**src/rtl/display_scan_pkg.sv**
```systemverilog
// rtl/display_scan_pkg.sv - shared constants and types for the display scanner
// Purpose: character codes for the non-hex glyphs, the blank segment pattern,
//          the blink phase type and the digit-enable helper.
// Ports:   none (package)
package display_scan_pkg;

  localparam logic [4:0] CH_P     = 5'h10;
  localparam logic [4:0] CH_DASH  = 5'h11;
  localparam logic [4:0] CH_L     = 5'h12;
  localparam logic [4:0] CH_N     = 5'h13;
  localparam logic [4:0] CH_R     = 5'h14;
  localparam logic [4:0] CH_BLANK = 5'h1F;

  // Segments are active-low {g,f,e,d,c,b,a}; all ones turns every segment off.
  localparam logic [6:0] SEG_BLANK = 7'h7F;

  typedef enum logic {
    PHASE_ON  = 1'b0,
    PHASE_OFF = 1'b1
  } blink_phase_e;

  // Index 0 is the leftmost character, which is wired to an[3].
  function automatic logic [3:0] digit_enable(input logic [1:0] idx);
    return ~(4'b1000 >> idx);
  endfunction

endpackage

```
**src/rtl/seg_decode.sv**
```systemverilog
// rtl/seg_decode.sv - combinational 5-bit character code to 7-segment decoder
// Purpose: maps hex digits and a few letters/symbols to active-low segments.
// Ports:   code [4:0] in  - character code (0x00-0x0F hex, 0x10-0x14 glyphs)
//          seg  [6:0] out - active-low segments {g,f,e,d,c,b,a}
module seg_decode
  import display_scan_pkg::*;
(
  input  logic [4:0] code,
  output logic [6:0] seg
);

  always_comb begin
    seg = SEG_BLANK;
    case (code)
      5'h00:   seg = 7'b1000000;
      5'h01:   seg = 7'b1111001;
      5'h02:   seg = 7'b0100100;
      5'h03:   seg = 7'b0110000;
      5'h04:   seg = 7'b0011001;
      5'h05:   seg = 7'b0010010;
      5'h06:   seg = 7'b0000010;
      5'h07:   seg = 7'b1111000;
      5'h08:   seg = 7'b0000000;
      5'h09:   seg = 7'b0010000;
      5'h0A:   seg = 7'b0001000;
      5'h0B:   seg = 7'b0000011;
      5'h0C:   seg = 7'b1000110;
      5'h0D:   seg = 7'b0100001;
      5'h0E:   seg = 7'b0000110;
      5'h0F:   seg = 7'b0001110;
      CH_P:    seg = 7'b0001100;
      CH_DASH: seg = 7'b0111111;
      CH_L:    seg = 7'b1000111;
      CH_N:    seg = 7'b0101011;
      CH_R:    seg = 7'b0101111;
      default: seg = SEG_BLANK;
    endcase
  end

endmodule

```
**src/rtl/display_scan.sv**
```systemverilog
// rtl/display_scan.sv - 4-digit multiplexed 7-segment scanner with blink
// Purpose: time-multiplexes a 4-character word onto a common-anode display,
//          latching the word once per frame and optionally blinking it.
// Ports:   clk            in  - clock, rising edge
//          rst            in  - synchronous active-high reset
//          F        [19:0] in - packed characters, char0 in F[19:15]
//          blink_en       in  - alternate lit / blank every BLINK_FRAMES frames
//          an       [3:0] out - active-low digit enables, an[3] = char0
//          seg      [6:0] out - active-low segments {g,f,e,d,c,b,a}
module display_scan
  import display_scan_pkg::*;
#(
  parameter int REFRESH_DIV  = 50000,
  parameter int BLINK_FRAMES = 125
) (
  input  logic        clk,
  input  logic        rst,
  input  logic [19:0] F,
  input  logic        blink_en,
  output logic [3:0]  an,
  output logic [6:0]  seg
);

  localparam int CW = (REFRESH_DIV > 1) ? $clog2(REFRESH_DIV) : 1;
  localparam int FW = (BLINK_FRAMES > 1) ? $clog2(BLINK_FRAMES) : 1;
  localparam logic [CW-1:0] CNT_LAST = CW'(REFRESH_DIV - 1);
  localparam logic [FW-1:0] FRM_LAST = FW'(BLINK_FRAMES - 1);

  logic [CW-1:0] cnt_q, cnt_d;
  logic [1:0]    idx_q, idx_d;
  logic [FW-1:0] frm_q, frm_d;
  blink_phase_e  phase_q, phase_d;
  logic [19:0]   shadow_q, shadow_d;
  logic          cap_q, cap_d;
  logic [3:0]    an_q, an_d;
  logic [6:0]    seg_q, seg_d;

  logic          tick;
  logic          wrap;
  logic [4:0]    cur_code;
  logic [6:0]    dec_seg;

  seg_decode u_seg_decode (
    .code (cur_code),
    .seg  (dec_seg)
  );

  always_comb begin
    tick  = (cnt_q == CNT_LAST);
    wrap  = tick && (idx_q == 2'd3);

    cnt_d = tick ? '0 : cnt_q + CW'(1);
    idx_d = tick ? idx_q + 2'd1 : idx_q;

    // The word is only sampled at frame boundaries (and once right after
    // reset) so a frame never mixes characters from two different words.
    shadow_d = (cap_q || wrap) ? F : shadow_q;
    cap_d    = 1'b0;

    // Disabling blink parks the phase at "on" with a fresh count, so the next
    // enable begins with a full lit half-period.
    frm_d   = frm_q;
    phase_d = phase_q;
    if (!blink_en) begin
      frm_d   = '0;
      phase_d = PHASE_ON;
    end else if (wrap) begin
      if (frm_q == FRM_LAST) begin
        frm_d   = '0;
        phase_d = (phase_q == PHASE_ON) ? PHASE_OFF : PHASE_ON;
      end else begin
        frm_d = frm_q + FW'(1);
      end
    end

    case (idx_q)
      2'd0:    cur_code = shadow_q[19:15];
      2'd1:    cur_code = shadow_q[14:10];
      2'd2:    cur_code = shadow_q[9:5];
      default: cur_code = shadow_q[4:0];
    endcase

    if (blink_en && (phase_q == PHASE_OFF)) begin
      an_d  = 4'hF;
      seg_d = SEG_BLANK;
    end else begin
      an_d  = digit_enable(idx_q);
      seg_d = dec_seg;
    end
  end

  always_ff @(posedge clk) begin
    if (rst) begin
      cnt_q    <= '0;
      idx_q    <= 2'd0;
      frm_q    <= '0;
      phase_q  <= PHASE_ON;
      shadow_q <= 20'hFFFFF;
      cap_q    <= 1'b1;
      an_q     <= 4'hF;
      seg_q    <= SEG_BLANK;
    end else begin
      cnt_q    <= cnt_d;
      idx_q    <= idx_d;
      frm_q    <= frm_d;
      phase_q  <= phase_d;
      shadow_q <= shadow_d;
      cap_q    <= cap_d;
      an_q     <= an_d;
      seg_q    <= seg_d;
    end
  end

  assign an  = an_q;
  assign seg = seg_q;

endmodule

```
**config.mk**
```make
export PLATFORM = sky130hd
export DESIGN_NAME = display_scan
export DESIGN_NICKNAME = d
export VERILOG_FILES = /design/src/rtl/display_scan_pkg.sv /design/src/rtl/seg_decode.sv /design/src/rtl/display_scan.sv
export SDC_FILE = /design/constraint.sdc
export NUM_CORES = 1
export LEC_CHECK = 0
export ABC_AREA = 0
export BUFFER_PORTS_ARGS = -buffer_cell sky130_fd_sc_hd__buf_2
export CAP_MARGIN = 20
export CORE_ASPECT_RATIO = 1.75
export CORE_MARGIN = 1.5
export CORE_UTILIZATION = 30
export DETAILED_ROUTE_END_ITERATION = 8
export GPL_TIMING_DRIVEN = 0
export PLACE_DENSITY = 0.58
export SLEW_MARGIN = 20
export SYNTH_ARGS = -nofsm -noshare
export SYNTH_HDL_FRONTEND = slang
export SYNTH_SLANG_ARGS = --single-unit
export TNS_END_PERCENT = 100
```
**constraint.sdc**
```tcl
create_clock -name clk -period 3.1 [get_ports clk]
set_input_delay 0.62 -clock clk [delete_from_list [all_inputs] [get_ports clk]]
set_output_delay 0.62 -clock clk [all_outputs]
set_load 0.05 [all_outputs]
```
# [After elaboration in Yosys (flattened, before gate mapping)]
# Memories as Yosys holds them, arrays and structs flattened. A register that Yosys moved wholly into a read port is not among the register bits.
# Cells that the tools add are included.
[totals] ff_bits=51 romBits=224 mem_count=1 input_bits=23
[op_classes] n_shift=1 n_bitwise=2 muxes=4 reduce_logical=8 add_sub_neg=3 eq_ne=5
[memory_table] memory="(no name shown)" words=32 word_bits=7 rd=1 rd_clocked_by_memory_dff=1 write_ports=0 line="seg_decode.sv:14" rtl="case (code)"
[op_table] op="$add A16 B1 Y16 const B" count=1
[op_table] op="$eq A16 B16 Y1 const B" count=1
[op_table] op="$pmux W5 S3" count=1
[op_table] op="$add A7 B1 Y7 const B" count=1
[op_table] op="$eq A7 B7 Y1 const B" count=1
[op_table] op="$mux W7" count=1
[op_table] op="$reduce_or A2 Y1" count=3
[op_table] op="$eq A2 B2 Y1 const B" count=2
[op_table] op="$not A4 Y4" count=1
[op_table] op="$shr A4 B2 Y4 const A" count=1
[op_table] op="$add A2 B1 Y2 const B" count=1
[op_table] op="$eq A2 B1 Y1 const B" count=1
[op_table] op="$logic_and A1 B1 Y1" count=2
[op_table] op="$logic_not A2 Y1" count=1
[op_table] op="$mux W1" count=2
[op_table] op="$reduce_and A2 Y1" count=1
[op_table] op="$logic_or A1 B1 Y1" count=1
[op_table] op="$not A1 Y1" count=1

# [Longest topological paths before layout]
[depth] depth_word=3 depth_mapped=9 mapped_depth_nobuf=9

# [Modules after synthesis]
# A second synthesis with hierarchy kept.
[hier_totals] hier_cells=340 area_unflattened_um2=2992.9
[by_module_without_submodules] mod="display_scan" cells_each=281 area_each_um2=2549.9 instances=1 seq_area_each_um2=1161.1
[by_module_without_submodules] mod="seg_decode" cells_each=59 area_each_um2=442.9 instances=1 seq_area_each_um2=0.0

# [Worst setup path after synthesis]
# No wires, ideal clock.
[synth_path] path_kind="reg-to-reg" start="reg idx_q[1]" end="reg seg_q[5] (netlist: seg[5])" arrival_time_ns=1.975 slack_ns=0.980 setup_ns=0.144 path_stages_with_launch=10 n_path_buf=0 t_required_ns=2.956 period_less_slack_ns=2.120 path_cell_list="dfxtp_1 inv_1 ha_1 a222oi_1 mux2_2 inv_1 ha_1 and2_1 o21ai_0 o2111ai_1"
[synth_between] elab_chain_cells=2 word_cells_on_any_way=4
[synth_rtl] item="from (decl)" line="display_scan.sv:30" rtl="logic [1:0] idx_q, idx_d;"
[synth_rtl] item="from (signal assigned)" line="display_scan.sv:104" rtl="idx_q <= idx_d;"
[synth_rtl] item="$eq A2 B2 Y1 (tied with other cells)" line="display_scan.sv:76" rtl="case (idx_q)"
[synth_rtl] item="$pmux W5 S3 *" line="display_scan.sv:76"
[synth_rtl] item="to (decl)" line="display_scan.sv:36" rtl="logic [6:0] seg_q, seg_d;"
# Mark *: on every way between the ends. The rest lies on a longest branch, timed or not.
# A chain may end at the register's enable or synchronous reset.

# [Worst setup path in the final report]
# Ends and elaborated chain as after synthesis.

==> flow_summary.toml <==
[power_and_ir_drop]
vdd.ir_drop.worst_uv = 308.9
cellLeakagePower_nw = 1.324
power.density_nw_per_um2 = 586.8

[sta]
worst_tran_pin_value_ps = 524.5
setup_tns_ps = 0
fmax_ghz = 0.4049
rsz0062_at_grt = "no"
timing_max_transition_violations_final = 0
timing_hold_violations_final = 0
max-slew-margin-rel = 0.6403
setup_violations_final = 0
timing.clock.skew_ps = 4.308
final_min_period_over_clock_period = 0.7967
post-route-min-period_ps = 2470

[cts]
cts-resized-gates = 0
post_cts_buffers = 0
post_cts_hold_buffers = 0
cts_made_buffers = 9
tritoncts_clock_tree = "yes"
worstSkewPairLatency_ps = 320
cts_root_buf = "sky130_fd_sc_hd__clkbuf_16"
numClockSinks = 58
max-clock-path-buffers = 2
htree_levels = 3
worst_setup_hold_path_clk_slew_ps = 50

[global_route]
grt_remaining_overflow = 0
grt_pass1_vias = 2130
antenna_found_initial = 0
grt.met1_usage = 0.1556
grt_first_pass_wirelength_um = 10090
grt_util_met2 = 0.2348
grt.total_usage = 0.1384
grt_max_degree = 11
grt-busiest-layer = "met2"
grt.met3_usage = 0.03446

[run_status]
status = "finished, final reports clean"

[yosys]
synth_xor_area_frac = 0.07084
ys_warn_count = 0
synth_fa_ha_area_frac = 0.05060
yosysUniqueCellTypes = 41
synth_area_um2 = 2720
synthesized_area_fraction_occupied_by_ao_oa_aoi_and_oai_cells = 0.1366
synth-seq-cells = 58
synth_simple_gate_area_frac = 0.2222
synth.net_count = 326
synth.yosys.seq_area_share = 0.4269
post_synth_inst_count = 292
main_combinational_cell_family_by_area_after_synthesis = "simple AND/OR/NAND/NOR gates"
syn-mean-instance-area_um2 = 9.315
synthMuxAreaShare = 0.04186

[floorplanning]
die_area_um2 = 9670
number_of_core_rows = 45
initial_utilization = 0.3117
die_width_um = 74.98
floorplan.die.height_um = 129.0
core_um2 = 8727
pin_count = 34

[finish]
layout.core_utilization = 0.3824
finish.net_count = 370
drive_gt1_frac = 0.1853
mostFrequentLayoutCell = "sky130_fd_sc_hd__dfxtp_1"
final_cell_mix = "sky130_fd_sc_hd__dfxtp_1, sky130_fd_sc_hd__nor2_1, sky130_fd_sc_hd__buf_2"
diode_count = 0
post_layout_inst_area_um2 = 3337
syn2layout_area_growth_pct = 22.68
count_of_fill_cells_added_during_filler_insertion = 895

[run]
max_capacitance_violation_count = 0

[setup_path]
crit_path_class = "register to register"
cp-end-kind = "register"
worstSetupStartpointType = "register"
timing.critical_path.required_ps = 3270
worstPathMaxFanout = 10
arrival_time_of_data_at_the_critical_path_endpoint_ps = 2640

[drt]
initialDrtViolationCount = 118
drt-pass1-iter-count = 4
viasPerCell = 4.707
route.detailed.wl_per_inst_um = 12.89
postRouteWirelength_um = 5890
via_count = 2151
drc = 0
count_of_antenna_violating_nets_left_after_detailed_routing = 0

[place]
place_congestion = 0.8832
hpwlAfterDp_um = 4387
post_dp_cell_area_um2 = 3032
numPortBuffers = 33

[hold_path]
worstHoldPathType = "primary input to register"
sequential cells by signal, summed over array words and instances (netlist names):
name	count
an	4
cap_q	1
cnt_q	16
frm_q	7
idx_q	2
phase_q	1
seg	7
shadow_q	20
layout make-up:
type | count | area [um^2] | area share
multi-input combinational | 206 | 1420 | 0.4256
clock inverter | 2 | 35.03 | 0.01050
buffer | 14 | 86.33 | 0.02587
sequential | 58 | 1161 | 0.3480
tap | 117 | 146.4 | 0.04387
inverter | 14 | 52.55 | 0.01575
timing repair buffer | 33 | 165.2 | 0.04949
clock buffer | 13 | 270.3 | 0.08099
worst max-delay path, cell delays in order (launching register included):
cell,delay [ps]
sky130_fd_sc_hd__dfxtp_1,410
sky130_fd_sc_hd__inv_1,90
sky130_fd_sc_hd__ha_1,260
sky130_fd_sc_hd__a222oi_1,360
sky130_fd_sc_hd__mux2_2,360
sky130_fd_sc_hd__inv_1,130
sky130_fd_sc_hd__ha_1,260
sky130_fd_sc_hd__and2_1,150
sky130_fd_sc_hd__o21ai_0,160
sky130_fd_sc_hd__o2111ai_1,130
synthesized netlist by cell type (all sizes together):
cell type	count	area, um^2
dfxtp	58	1161
nor2	38	150.1
nor2b	21	131.4
a211o	20	175.2
nand2	15	56.30
inv	14	52.55
xor2	12	105.1
ha	11	137.6
nand3	11	55.05
xnor2	10	87.58
mux2i	8	80.08
nand4	8	50.05
buf	7	60.05
clkbuf	7	26.28
o21ai	7	35.03
nor3	6	30.03
a222oi	5	50.05
a21oi	4	20.02
mux2	3	33.78
nand2b	3	18.77
a211oi	2	15.01
a22oi	2	15.01
a2bb2oi	2	17.52
and3	2	12.51
and4	2	17.52
and4bb	2	25.02
nor4	2	12.51
or3	2	15.01
a21boi	1	7.510
a31oi	1	6.260
and2	1	6.260
nor4b	1	23.77
o2111ai	1	8.760
o21bai	1	7.510
o22ai	1	6.260
o31ai	1	7.510
through the flow:
stage	instances	hold WS [ps]	power [mW]	setup WS, ps
after floorplan	292	430.3	0.9244	980.1
after global placement	442	446.0	0.9722	679.1
after detailed placement	442	456.1	0.9751	667.3
after global routing	457	423.6	2.038	404.3
after CTS	457	411.4	1.989	635.0
final	457	432.4	1.958	630.2
power by group:
group	internal [mW]	switching [mW]	total [mW]
logic	0.0674	0.0994	0.167
registers	0.776	0.0173	0.793
clock network	0.680	0.318	0.998
metal layers:
metal,vias up,share of wire
li1,1112,-
met2,34,0.53
met5,-,0
met4,0,0.019
met3,7,0.032
met1,998,0.42
logic make-up after synthesis:
family | Yosys count
and+or+nand+nor | 114
DFF | 58
AOI/OAI and AO/OA | 48
buffers and inverters | 28
xor gates and xnor gates | 22
muxes | 11
adders and majority gates | 11
final timing paths:
kind | start | endpoint | slack (ps) | cells after the start
max reg2reg | idx_q[1] | seg[5] | 630 | 9
min reg2reg | cnt_q[0] | cnt_q[0] | 460 | 1
max | idx_q[1] | seg[5] | 630 | 9
min | rst | cap_q | 430 | 1
(Power assumes the default switching activity.)
